===== src/rtl/alu_result_tx_if.sv =====
// Handshake and serial-line bundle for the ALU result transmitter.
// The master drives result words in; the slave reports line and frame status.
interface alu_result_tx_if;
    logic [7:0] data_in;
    logic       valid;
    logic       ready;
    logic       tx;
    logic       busy;
    logic [7:0] frame_count;

    modport master (
        output data_in,
        output valid,
        input  ready,
        input  tx,
        input  busy,
        input  frame_count
    );

    modport slave (
        input  data_in,
        input  valid,
        output ready,
        output tx,
        output busy,
        output frame_count
    );
endinterface


===== src/rtl/alu_result_tx.sv =====
// Serial transmitter for ALU results: start, 8 data bits LSB-first, optional
// even parity, stop. Keeps a wrapping count of completed frames.
module alu_result_tx #(
    parameter int unsigned CLKS_PER_BIT = 16,
    parameter bit          PARITY_EN    = 1'b1
) (
    input  logic           clk,
    input  logic           rst,
    alu_result_tx_if.slave bus
);
    typedef enum logic [2:0] {
        IDLE,
        START,
        DATA,
        PARITY,
        STOP
    } state_t;

    localparam logic [15:0] BIT_LAST = 16'(CLKS_PER_BIT - 1);

    state_t      state_q;
    logic [15:0] timer_q;
    logic [2:0]  bit_q;
    logic [7:0]  shift_q;
    logic        parity_q;
    logic        tx_q;
    logic [7:0]  count_q;
    logic        bit_done;

    assign bit_done = (timer_q == BIT_LAST);

    // Shift register and parity are pure data: loaded on acceptance, never reset.
    always_ff @(posedge clk) begin
        if (rst) begin
            state_q <= IDLE;
            timer_q <= '0;
            bit_q   <= '0;
            tx_q    <= 1'b1;
            count_q <= '0;
        end else begin
            case (state_q)
                IDLE: begin
                    if (bus.valid) begin
                        shift_q  <= bus.data_in;
                        parity_q <= ^bus.data_in;
                        state_q  <= START;
                        tx_q     <= 1'b0;
                        timer_q  <= '0;
                        bit_q    <= '0;
                    end
                end
                default: begin
                    if (!bit_done) begin
                        timer_q <= timer_q + 16'd1;
                    end else begin
                        timer_q <= '0;
                        case (state_q)
                            START: begin
                                state_q <= DATA;
                                tx_q    <= shift_q[0];
                            end
                            DATA: begin
                                if (bit_q == 3'd7) begin
                                    if (PARITY_EN) begin
                                        state_q <= PARITY;
                                        tx_q    <= parity_q;
                                    end else begin
                                        state_q <= STOP;
                                        tx_q    <= 1'b1;
                                    end
                                end else begin
                                    bit_q   <= bit_q + 3'd1;
                                    shift_q <= {1'b0, shift_q[7:1]};
                                    tx_q    <= shift_q[1];
                                end
                            end
                            PARITY: begin
                                state_q <= STOP;
                                tx_q    <= 1'b1;
                            end
                            STOP: begin
                                state_q <= IDLE;
                                tx_q    <= 1'b1;
                                count_q <= count_q + 8'd1;
                            end
                            default: begin
                                state_q <= IDLE;
                                tx_q    <= 1'b1;
                            end
                        endcase
                    end
                end
            endcase
        end
    end

    assign bus.ready       = (state_q == IDLE);
    assign bus.busy        = (state_q != IDLE);
    assign bus.tx          = tx_q;
    assign bus.frame_count = count_q;
endmodule

===== src/flat_wrapper.sv =====
// flat-port wrapper written by rule: the top's interface ports become plain ports
module alu_result_tx_flat 
#(
    parameter int unsigned CLKS_PER_BIT = 16,
    parameter bit          PARITY_EN    = 1'b1
)
  (clk, rst, bus_data_in, bus_valid, bus_ready, bus_tx, bus_busy, bus_frame_count);
  alu_result_tx_if bus_i ();
  input  logic clk;
  input  logic rst;
  input wire logic [$bits(bus_i.data_in)-1:0] bus_data_in;
  input wire logic [$bits(bus_i.valid)-1:0] bus_valid;
  output wire logic [$bits(bus_i.ready)-1:0] bus_ready;
  output wire logic [$bits(bus_i.tx)-1:0] bus_tx;
  output wire logic [$bits(bus_i.busy)-1:0] bus_busy;
  output wire logic [$bits(bus_i.frame_count)-1:0] bus_frame_count;
  assign bus_i.data_in = bus_data_in;
  assign bus_i.valid = bus_valid;
  assign bus_ready = bus_i.ready;
  assign bus_tx = bus_i.tx;
  assign bus_busy = bus_i.busy;
  assign bus_frame_count = bus_i.frame_count;
  alu_result_tx #(.CLKS_PER_BIT(CLKS_PER_BIT), .PARITY_EN(PARITY_EN)) u_core (.clk(clk), .rst(rst), .bus(bus_i));
endmodule

===== config.mk =====
export PLATFORM = sky130hd
export DESIGN_NAME = alu_result_tx_flat
export DESIGN_NICKNAME = d
export VERILOG_FILES = /design/src/rtl/alu_result_tx_if.sv /design/src/rtl/alu_result_tx.sv /design/src/flat_wrapper.sv
export SDC_FILE = /design/constraint.sdc
export NUM_CORES = 1
export LEC_CHECK = 0
export CAP_MARGIN = 20
export CORE_MARGIN = 5
export CORE_UTILIZATION = 57
export DETAILED_ROUTE_END_ITERATION = 8
export GPL_TIMING_DRIVEN = 0
export PLACE_DENSITY = 0.8
export SYNTH_ARGS = -nofsm -noshare
export SYNTH_HDL_FRONTEND = slang
export SYNTH_SLANG_ARGS = --single-unit

===== constraint.sdc =====
create_clock -name clk -period 2.7 [get_ports clk]
set_input_delay 0.27 -clock clk [delete_from_list [all_inputs] [get_ports clk]]
set_output_delay 0.27 -clock clk [all_outputs]
set_load 0.03 [all_outputs]

==> metrics <==
Reg power frac 0.541; synth warn 0; Die H 72.6 µm; Filler cells between 300 and 400; # DRC 0; Comb pwr share 0.138; Worst Hold Class reg2reg; starting DRC count in detailed routing 250; Top FF cell, synth dfxtp_1; routability cong. 0.846; status completed; Synth Net Count 271; fin. max-slew vios 0; largest net degree at the start of global routing 12; GRT Total Usage 0.212; LEAKAGE around 0.85 nW; Resized Gates After CTS 1; Clock Power Share 0.322; Int Power a little under 0.0009 W; ANT nets after route 0; Num CTS Buffers 5; # diodes 0; WL/cell ~16 µm; Worst Skew ~5.0 ps; cts hold-fix bufs 0; Post-CTS Setup Repair Bufs 0; post-synthesis cell type count 50; cell count after synthesis between 200 and 300; Worst Hold Slack ~490 ps; ratio of cells with drive above 1 in the final layout 0.0883; Synth-to-Final Area Change 15.6%; flop-to-flop setup slack between 200 and 250 ps; syn avg cell area 8.71 µm²; CP Data Required Time 2430 ps; crit start category flop; CP Class reg2out; clock root buffer clkbuf_8; crit path DAT around 2200 ps; IR drop worst, VDD about 0.38 mV; Worst-Skew Late Latency 300 ps; initial antenna violation count 0; vias per inst 6.34; worst-margin pin slew between 600 and 700 ps; CP Capture Type output pin; crit-path max cell delay 770 ps; Post-synth ARST share 0; final hold vios 0; CTS Sinks 40; footprint of the multi-input gates around 1200 µm²; most common cell after layout, fill and taps aside nand2_1; Power Total ~0.0012 W; H-tree depth 2; Overflow after GRT 0; via count 2099; Slew HR 0.533; I/O pin count 22; RSZ-0062 raised after global routing false; post-synthesis register bit count 40; Max Buffers Root-to-Sink 2; Mapped Area between 2000 and 2500 µm²; Die X 72.6 µm; CTS tree built; register area 891 µm²; Post-synth EDFFs 9; post-synthesis sequential area ratio 0.399; Post-layout nets between 200 and 300; clock slew at reported path FFs 80 ps; Core ar. about 3700 µm²; TritonRoute pass-1 iters 4; vias in the first global route 1936; CP max stage cell clkdlybuf4s50_1; worst-path fanout max 10; crit share post-route 0.928; worst path cell trace buf_2, nor3_2, inv_2, buf_1, clkdlybuf4s50_1; Die Area approximately 5300 µm²; max frequency ~400 MHz; number of max-cap violations 0; Switch Pwr between 0.0003 and 0.0004 W; sw frac 0.264; cell row count 22; min cycle time layout roughly 2500 ps; first-pass GRT wire length 8930 µm; Detailed Route WL around 5300 µm; most frequent cells in the layout nand2_1, dfxtp_1, clkdlybuf4s50_1; pwr/cell area 463 nW/µm²; PortBufs 21; Final setup viols 0; Initial Util 0.600; post-detail-place hpwl between 3000 and 4000 µm
## per-stage QoR
stage / utilization / std cells / setup slack [ps] / TNS, ps / cell area [µm²]
2_1_floorplan: - / 256 / 430 / 0 / 2230
4_1_cts: 0.695 / 332 / 39.2 / 0 / 2580
3_3_place_gp: 0.673 / 325 / -28.6 / -226 / 2500
5_1_grt: 0.694 / 331 / 64.2 / 0 / 2580
6_report: 0.694 / 331 / 195 / 0 / 2580
3_5_place_dp: 0.673 / 325 / -109 / -866 / 2500
## synthesized netlist by cell type, types with 3 or more instances
master    number  area [µm²]
a31oi_1       16         100
nand2_1       36         135
buf_2          5        25.0
nor3b_1        3        22.5
edfxtp_1       9         270
nand3_1       11        55.1
dfxtp_1       31         621
nand4_1       10        62.6
xnor2_1        6        52.6
o31ai_1        3        22.5
nor4_1         3        18.8
ha_1           4        50.1
nand2b_1       4        25.0
a21oi_1       15        75.1
nor2_1        11        41.3
nand4b_1       4        35.0
inv_1          5        18.8
and2_1         3        18.8
or3_1          8        50.1
o21ai_0        9        45.0
clkbuf_1       7        26.3
or4_1          8        60.1
nor3_1         5        25.0
## cells by family after synthesis
logic type / count (synthesis) / share of synthesized area
adders and majority gates: 4 / 0.0224
and+or+nand+nor: 120 / 0.312
muxes: 4 / 0.0191
buffers and inverters: 23 / 0.0499
DFF: 40 / 0.399
AOI/OAI and AO/OA: 57 / 0.165
xor gates and xnor gates: 8 / 0.0314
## sequential cells by signal, summed over array words and instances (netlist names)
| register | count |
|---|---|
| u_core.state_q | 3 |
| u_core.bus.frame_count | 8 |
| u_core.bus.tx | 1 |
| u_core.bit_q | 3 |
| u_core.timer_q | 16 |
| u_core.shift_q | 8 |
| u_core.parity_q | 1 |
## power by group through the flow
stage               Clock (W)  Sequential [W]  Combinational (W)
global route         0.000413        0.000647           0.000181
floorplan                   0        0.000660           0.000107
CTS                  0.000390        0.000646           0.000165
detailed placement          0        0.000659           0.000164
finish               0.000384        0.000646           0.000164
global placement            0        0.000658           0.000161
## routing by layer
metal / up-vias / track usage / part of all wire
met1: 998 / 0.285 / 0.44
met5: - / 0 / 0
li1: 1019 / - / -
met4: 0 / 0.0717 / 0.013
met3: 8 / 0.0457 / 0.071
met2: 74 / 0.336 / 0.47
## layout make-up
cell class,count,area share
Sequential cell,40,0.345
Inverter,6,0.00873
Multi-Input combinational cell,193,0.478
Timing Repair Buffer,21,0.0815
Buffer,16,0.0330
Clock buffer,7,0.0296
Tap cell,48,0.0233
## worst paths after layout
check                                                from                        end  cells after the start
worst max-delay path                    u_core.state_q[0]                   bus_busy                      5
worst min-delay path            u_core.bus.frame_count[5]  u_core.bus.frame_count[5]                      2
worst max register to register          u_core.timer_q[1]          u_core.shift_q[5]                      6
worst min register to register  u_core.bus.frame_count[5]  u_core.bus.frame_count[5]                      2
## critical path: cells and delay by family, from the launching register on
family | cells | cell delay (ps)
buffers and inverters | 4 | 1550
DFF | 1 | 310
and+or+nand+nor | 1 | 80
Note: power is estimated with default switching activity, not from simulation.
